[config.mk]
export PLATFORM = sky130hd
export DESIGN_NAME = instr_mem_loader_flat
export DESIGN_NICKNAME = d
export VERILOG_FILES = /design/src/rtl/instr_mem_loader_if.sv /design/src/rtl/instr_mem_loader.sv /design/src/flat_wrapper.sv
export SDC_FILE = /design/constraint.sdc
export NUM_CORES = 1
export LEC_CHECK = 0
export CAP_MARGIN = 5
export CORE_UTILIZATION = 50
export DETAILED_ROUTE_END_ITERATION = 7
export PLACE_DENSITY = 0.82
export SLEW_MARGIN = 20
export SYNTH_ARGS = -nofsm -noshare
export SYNTH_HDL_FRONTEND = slang
export SYNTH_SLANG_ARGS = --single-unit
[constraint.sdc]
create_clock -name clk -period 4.7 [get_ports clk]
set_input_delay 0.94 -clock clk [delete_from_list [all_inputs] [get_ports clk]]
set_output_delay 0.94 -clock clk [all_outputs]
set_load 0.02 [all_outputs]
[src/rtl/instr_mem_loader_if.sv]
// Host byte link, instruction memory write port and core control signals
// of the instruction memory loader, bundled as one interface.
interface instr_mem_loader_if #(
  parameter int ADDR_W = 8
);
  logic              start;
  logic [ADDR_W:0]   num_words;
  logic              byte_valid;
  logic [7:0]        byte_data;
  logic              byte_ready;
  logic              mem_we;
  logic [ADDR_W-1:0] mem_addr;
  logic [31:0]       mem_wdata;
  logic              core_rst;
  logic              busy;
  logic              done;
  logic              err;

  // Host / system side: launches loads, streams bytes, observes results
  modport master (
    output start, num_words, byte_valid, byte_data,
    input  byte_ready, mem_we, mem_addr, mem_wdata, core_rst, busy, done, err
  );

  // Loader side
  modport slave (
    input  start, num_words, byte_valid, byte_data,
    output byte_ready, mem_we, mem_addr, mem_wdata, core_rst, busy, done, err
  );
endinterface

[src/rtl/instr_mem_loader.sv]
// Instruction memory loader: packs a big-endian byte stream into 32-bit
// words, writes them to consecutive word addresses, verifies a trailing
// XOR checksum and releases the core from reset only on a clean load.
module instr_mem_loader #(
  parameter int ADDR_W = 8
) (
  input logic               clk,
  input logic               rst,
  instr_mem_loader_if.slave bus
);

  typedef enum logic [2:0] {IDLE, LOAD, WRITE, CHECK, DONE} state_t;

  // Largest legal word count (whole memory); counters carry one extra bit
  // so the final count never aliases onto address 0.
  localparam logic [ADDR_W:0] MAX_WORDS = {1'b1, {ADDR_W{1'b0}}};
  localparam logic [ADDR_W:0] ONE_W     = {{ADDR_W{1'b0}}, 1'b1};

  state_t            state, state_nx;
  logic [1:0]        byte_cnt;
  logic [ADDR_W:0]   word_cnt;
  logic [ADDR_W:0]   nwords;
  logic [23:0]       acc;
  logic [31:0]       csum;

  logic              mem_we_r;
  logic [ADDR_W-1:0] mem_addr_r;
  logic [31:0]       mem_wdata_r;
  logic              core_rst_r;
  logic              busy_r;
  logic              done_r;
  logic              err_r;

  logic              ready;
  logic              take;
  logic              accept;
  logic              start_ok;
  logic              last_byte;
  logic              last_word;
  logic [31:0]       word_in;

  assign ready     = (state == LOAD) || (state == CHECK);
  assign take      = bus.byte_valid && ready;
  assign accept    = bus.start && ((state == IDLE) || (state == DONE));
  assign start_ok  = (bus.num_words != '0) && (bus.num_words <= MAX_WORDS);
  assign last_byte = take && (byte_cnt == 2'd3);
  assign last_word = (word_cnt == (nwords - ONE_W));
  // Earlier bytes sit in the high lanes; the byte arriving now fills [7:0].
  assign word_in   = {acc, bus.byte_data};

  assign bus.byte_ready = ready;
  assign bus.mem_we     = mem_we_r;
  assign bus.mem_addr   = mem_addr_r;
  assign bus.mem_wdata  = mem_wdata_r;
  assign bus.core_rst   = core_rst_r;
  assign bus.busy       = busy_r;
  assign bus.done       = done_r;
  assign bus.err        = err_r;

  // State register
  always_ff @(posedge clk or posedge rst) begin
    if (rst) state <= IDLE;
    else     state <= state_nx;
  end

  // Next-state decode; start is only honoured when no load is running
  always_comb begin
    state_nx = state;
    case (state)
      IDLE, DONE: if (bus.start) state_nx = start_ok ? LOAD : DONE;
      LOAD:       if (last_byte) state_nx = WRITE;
      WRITE:      state_nx = last_word ? CHECK : LOAD;
      CHECK:      if (last_byte) state_nx = DONE;
      default:    state_nx = IDLE;
    endcase
  end

  // Byte assembly, memory write port, checksum and status flags
  always_ff @(posedge clk or posedge rst) begin
    if (rst) begin
      byte_cnt    <= '0;
      word_cnt    <= '0;
      nwords      <= '0;
      acc         <= '0;
      csum        <= '0;
      mem_we_r    <= 1'b0;
      mem_addr_r  <= '0;
      mem_wdata_r <= '0;
      core_rst_r  <= 1'b1;
      busy_r      <= 1'b0;
      done_r      <= 1'b0;
      err_r       <= 1'b0;
    end else begin
      mem_we_r <= 1'b0;
      if (accept) begin
        if (start_ok) begin
          nwords     <= bus.num_words;
          word_cnt   <= '0;
          byte_cnt   <= '0;
          acc        <= '0;
          csum       <= '0;
          busy_r     <= 1'b1;
          core_rst_r <= 1'b1;
          done_r     <= 1'b0;
          err_r      <= 1'b0;
        end else begin
          // Rejected word count: report a failed load without touching memory
          busy_r     <= 1'b0;
          core_rst_r <= 1'b1;
          done_r     <= 1'b1;
          err_r      <= 1'b1;
        end
      end
      if (take) begin
        byte_cnt <= byte_cnt + 2'd1;
        acc      <= word_in[23:0];
      end
      if ((state == LOAD) && last_byte) begin
        mem_we_r    <= 1'b1;
        mem_addr_r  <= word_cnt[ADDR_W-1:0];
        mem_wdata_r <= word_in;
      end
      if (state == WRITE) begin
        csum     <= csum ^ mem_wdata_r;
        word_cnt <= word_cnt + ONE_W;
      end
      if ((state == CHECK) && last_byte) begin
        busy_r     <= 1'b0;
        done_r     <= 1'b1;
        err_r      <= (word_in != csum);
        core_rst_r <= (word_in != csum);
      end
    end
  end

endmodule

[src/flat_wrapper.sv]
// flat-port wrapper written by rule: the top's interface ports become plain ports
module instr_mem_loader_flat 
#(
  parameter int ADDR_W = 8
)
  (clk, rst, bus_start, bus_num_words, bus_byte_valid, bus_byte_data, bus_byte_ready, bus_mem_we, bus_mem_addr, bus_mem_wdata, bus_core_rst, bus_busy, bus_done, bus_err);
  instr_mem_loader_if #(.ADDR_W(ADDR_W)) bus_i ();
  input logic clk;
  input logic rst;
  input wire logic [$bits(bus_i.start)-1:0] bus_start;
  input wire logic [$bits(bus_i.num_words)-1:0] bus_num_words;
  input wire logic [$bits(bus_i.byte_valid)-1:0] bus_byte_valid;
  input wire logic [$bits(bus_i.byte_data)-1:0] bus_byte_data;
  output wire logic [$bits(bus_i.byte_ready)-1:0] bus_byte_ready;
  output wire logic [$bits(bus_i.mem_we)-1:0] bus_mem_we;
  output wire logic [$bits(bus_i.mem_addr)-1:0] bus_mem_addr;
  output wire logic [$bits(bus_i.mem_wdata)-1:0] bus_mem_wdata;
  output wire logic [$bits(bus_i.core_rst)-1:0] bus_core_rst;
  output wire logic [$bits(bus_i.busy)-1:0] bus_busy;
  output wire logic [$bits(bus_i.done)-1:0] bus_done;
  output wire logic [$bits(bus_i.err)-1:0] bus_err;
  assign bus_i.start = bus_start;
  assign bus_i.num_words = bus_num_words;
  assign bus_i.byte_valid = bus_byte_valid;
  assign bus_i.byte_data = bus_byte_data;
  assign bus_byte_ready = bus_i.byte_ready;
  assign bus_mem_we = bus_i.mem_we;
  assign bus_mem_addr = bus_i.mem_addr;
  assign bus_mem_wdata = bus_i.mem_wdata;
  assign bus_core_rst = bus_i.core_rst;
  assign bus_busy = bus_i.busy;
  assign bus_done = bus_i.done;
  assign bus_err = bus_i.err;
  instr_mem_loader #(.ADDR_W(ADDR_W)) u_core (.clk(clk), .rst(rst), .bus(bus_i));
endmodule
==> impl_metrics.csv <==
group,metric,value,unit
detailed_routing,drt-pass1-iter-count,4,
critical_path,crit-reg2reg-launch,"u_core.state[0]$_DFFE_PP0P_",
placement,port_buffers,66,
detailed_routing,drtAntennaViolNets,0,
clocking,postCtsSetupRepairBufs,0,
layout,antennaDiodeCount,0,
sta,final_hold_viol_count,0,
detailed_routing,drt_iter0_drc,294,
critical_path,cp-end-kind,"flip-flop",
placement,post-dp-hpwl,8.29,mm
global_route,grt.total_usage,24.4,%
sta,timing.fmax,0.328,GHz
power_and_ir_drop,pwr_per_cell_area,587,nW/um2
power_and_ir_drop,swShare,33.1,%
critical_path,timing.reg2reg.worst_path_depth,6,
die,floorplan.rows,38,
hold_path,worstHoldStart,"u_core.bus.core_rst$_DFFE_PP1P_",
detailed_routing,vias,4158,
clocking,ctsLongestPathBuffers,2,
placement,dp_cells,717,
global_route,antenna_violations_before_repair,0,
die,area_of_the_die,11800,um2
clocking,cts-buffers-inserted,17,
die,core_area,10900,um2
sta,worst-slew-pin-transition,1.03,ns
sta,final-setup-viol-count,0,
synth,synth_seq_area_share,54.8,%
power_and_ir_drop,netSwitchingPower,1.38,mW
layout,final_cells,749,
critical_path,timing_worst_setup_path_type,"in -> reg",
power_and_ir_drop,ir_drop,0.338,mV
critical_path,cp.arrival,3.32,ns
sta,finalMaxSlewViolations,0,
global_route,number_of_global_route_vias_before_repair,4278,
synth,number_of_enable_flip_flop_cells_after_synthesis,0,
detailed_routing,viasPerCell,5.55,
critical_path,maximum_fanout_along_the_worst_path,61,
synth,synth-warning-count,0,
clocking,cts.repair.resized,0,
synth,synth.avg_cell_area,10.7,um2
detailed_routing,wl,13.2,mm
power_and_ir_drop,p_int,2.78,mW
layout,areaGrowthSynthToFinish,24.8,%
sta,finalWorstPathRequiredPeriod,3.05,ns
layout,share_of_layout_cells_above_drive_strength_1,13.8,%
global_route,grt_start_max_net_pins,62,
critical_path,crit_path_start,"bus_num_words[1]",
synth,synthesis.nets,554,
die,die_h,108,um
sta,timing.final.crit_share,64.9,%
critical_path,cp_data_required_time,4.97,ns
die,starting_density_of_the_core,51.8,%
run_status,status,"finished, final reports clean",
layout,num-nets-final,620,
clocking,clock_insertion_delay_worst_skew,0.42,ns
global_route,grt-ovfl-total,0,
critical_path,timing.critical_path.from_type,"primary input",
critical_path,timing.rr.end,"u_core.bus.mem_addr[3]$_DFFE_PP0P_",
power_and_ir_drop,power.static_leakage,3.28,nW
synth,synthDistinctLibCells,39,
placement,gp_congestion,0.839,
sta,worst_clock_skew,0.00673,ns
die,io-pin-count,67,
clocking,tritoncts,"yes",
global_route,grt_first_pass_wirelength,21.4,mm
synth,netlist_area,5660,um2
power_and_ir_drop,share_comb_of_total_power,28.2,%
critical_path,rrSetupSlack,2.35,ns
clocking,cts.htree.levels,4,
synth,synth.ff_latch_count,124,
critical_path,timing.critical_path.to,"u_core.word_cnt[5]$_DFFE_PP0P_",
flow_run,max_cap_viol_count,0,
synth,synthCells,530,
sta,rsz0062_at_grt,"false",
synth,synth_flop_cell,"dfrtp_1",
sta,fin_tns_setup,0,ns
power_and_ir_drop,power_frac_clock,31.7,%
sta,slew_headroom,31.4,%
detailed_routing,wl_per_cell,17.7,um
clocking,cts_hold_repair.buffers,0,
clocking,cts_num_sinks,124,
die,die_x,108,um
power_and_ir_drop,power.sequential.fraction,40.0,%
hold_path,worst_hold_path_type,"reg -> reg",
synth,postSynth.asyncResetShare,100,%
clocking,cts.clk_slew.worst_paths,0.06,ns
detailed_routing,drc,0,
clocking,root_buffer_master,"clkbuf_16",
==> metal layers <==
layer | vias up | part of all wire [%] | track usage, %
li1 | 1908 | - | -
met1 | 2080 | 43 | 31.5
met2 | 141 | 48 | 38.4
met3 | 29 | 5.8 | 6.57
met4 | 0 | 2.3 | 10.8
met5 | - | 0 | 0
==> Yosys cell counts (6+ instances only) <==
cell type	count	share of area (%)
dfrtp_1	123	54
nand2_1	100	6.6
xor2_1	61	9.4
nor2_1	42	2.8
mux2_2	40	8.0
o21ai_0	32	2.8
clkbuf_1	17	1.1
xnor2_1	16	2.5
buf_2	9	0.80
nor4_1	9	0.99
nand3_1	7	0.62
a21oi_1	6	0.53
inv_1	6	0.40
mux2_1	6	1.2
nand3b_1	6	0.80
==> power by group through the flow <==
stage | sequential, mW | clock [mW] | combinational (mW)
floorplan | 1.73 | 0 | 0.590
global placement | 1.65 | 0 | 1.12
detailed placement | 1.67 | 0 | 1.15
CTS | 1.66 | 1.34 | 1.18
global route | 1.70 | 1.38 | 1.27
finish | 1.66 | 1.32 | 1.17
==> cell families (layout without fill, tap and decap cells) <==
| kind of cell | Yosys count | in the layout | share of synthesized area, % |
|---|---|---|---|
| buffers and inverters | 32 | 111 | 2.32 |
| XOR/XNOR | 77 | 77 | 11.9 |
| adder cells (fa/ha/maj) | 3 | 3 | 0.663 |
| multiplexers | 47 | 47 | 9.32 |
| AO/OA/AOI/OAI | 59 | 59 | 6.03 |
| flip-flops | 124 | 124 | 54.8 |
| AND/OR/NAND/NOR | 188 | 188 | 15.0 |
==> cells in the final DEF (no fill, tap or decap), types with 3 or more instances in the layout <==
cell             netlist  routed
inv_1                  6       5
dfrtp_1              123     123
o21a_1                 4       4
nor3_1                 5       5
nand4_1                5       5
a31oi_1                5       5
o21ai_1                3       3
o21ai_0               32      32
clkbuf_16              0      17
nor2_1                42      42
bufinv_16              0       3
clkinv_4               0       3
nor4_1                 9       9
mux2_1                 6       6
nand3b_1               6       6
ha_1                   3       3
mux2_2                40      40
xor2_1                61      61
nand2_1              100     100
nand3_1                7       7
a21oi_1                6       6
clkdlybuf4s50_1        0      66
buf_4                  0       6
xnor2_1               16      16
and2_1                 4       4
clkinv_2               0       4
==> stage by stage <==
stage / utilization [%] / worst slack [ns] / total power [mW] / cell area [um2] / hold slack [ns]
6_report: 64.6 / 1.65 / 4.15 / 7070 / 0.479
5_1_grt: 64.6 / 1.42 / 4.34 / 7070 / 0.511
4_1_cts: 64.6 / 1.70 / 4.17 / 7070 / 0.483
3_5_place_dp: 59.1 / 1.27 / 2.82 / 6460 / 0.470
3_3_place_gp: 59.1 / 1.40 / 2.76 / 6460 / 0.466
2_1_floorplan: - / 0.462 / 2.32 / 5660 / 0.455
==> critical path, cell delays in order <==
cell and delay (ns):
clkdlybuf4s50_1 0.46, nor4_2 0.46, a21boi_1 0.20, nor3b_4 0.58, buf_12 0.32, nand2b_1 0.22
a31oi_1 0.13
==> final cells by class <==
type | count | area [um2]
Clock inverter | 11 | 144
Sequential cell | 124 | 3100
Inverter | 6 | 25.0
Multi-Input combinational cell | 374 | 2430
Fill cell | 828 | 3870
Clock buffer | 21 | 460
Tap cell | 140 | 175
Timing Repair Buffer | 73 | 726
==> flip-flops by register name (all words and copies together) (netlist names) <==
| register | count |
|---|---|
| u_core.bus.err | 1 |
| u_core.word_cnt | 9 |
| u_core.nwords | 9 |
| u_core.state | 3 |
| u_core.byte_cnt | 2 |
| u_core.bus.mem_we | 1 |
| u_core.bus.done | 1 |
| u_core.bus.mem_addr | 8 |
| u_core.acc | 24 |
| u_core.csum | 32 |
| u_core.bus.busy | 1 |
| u_core.bus.mem_wdata | 32 |
| u_core.bus.core_rst | 1 |
==> worst min path at each step <==
stage,to,slack (ns),cells after the start
finish,u_core.bus.core_rst$_DFFE_PP1P_,0.48,2
global route,u_core.word_cnt[8]$_DFFE_PP0P_,0.51,1
CTS,u_core.bus.core_rst$_DFFE_PP1P_,0.48,2
detailed placement,u_core.bus.done$_DFFE_PP0P_,0.47,2
global placement,u_core.bus.done$_DFFE_PP0P_,0.47,2
floorplan,u_core.byte_cnt[0]$_DFFE_PP0P_,0.45,1
No activity file was read; power rests on OpenSTA's default activity.
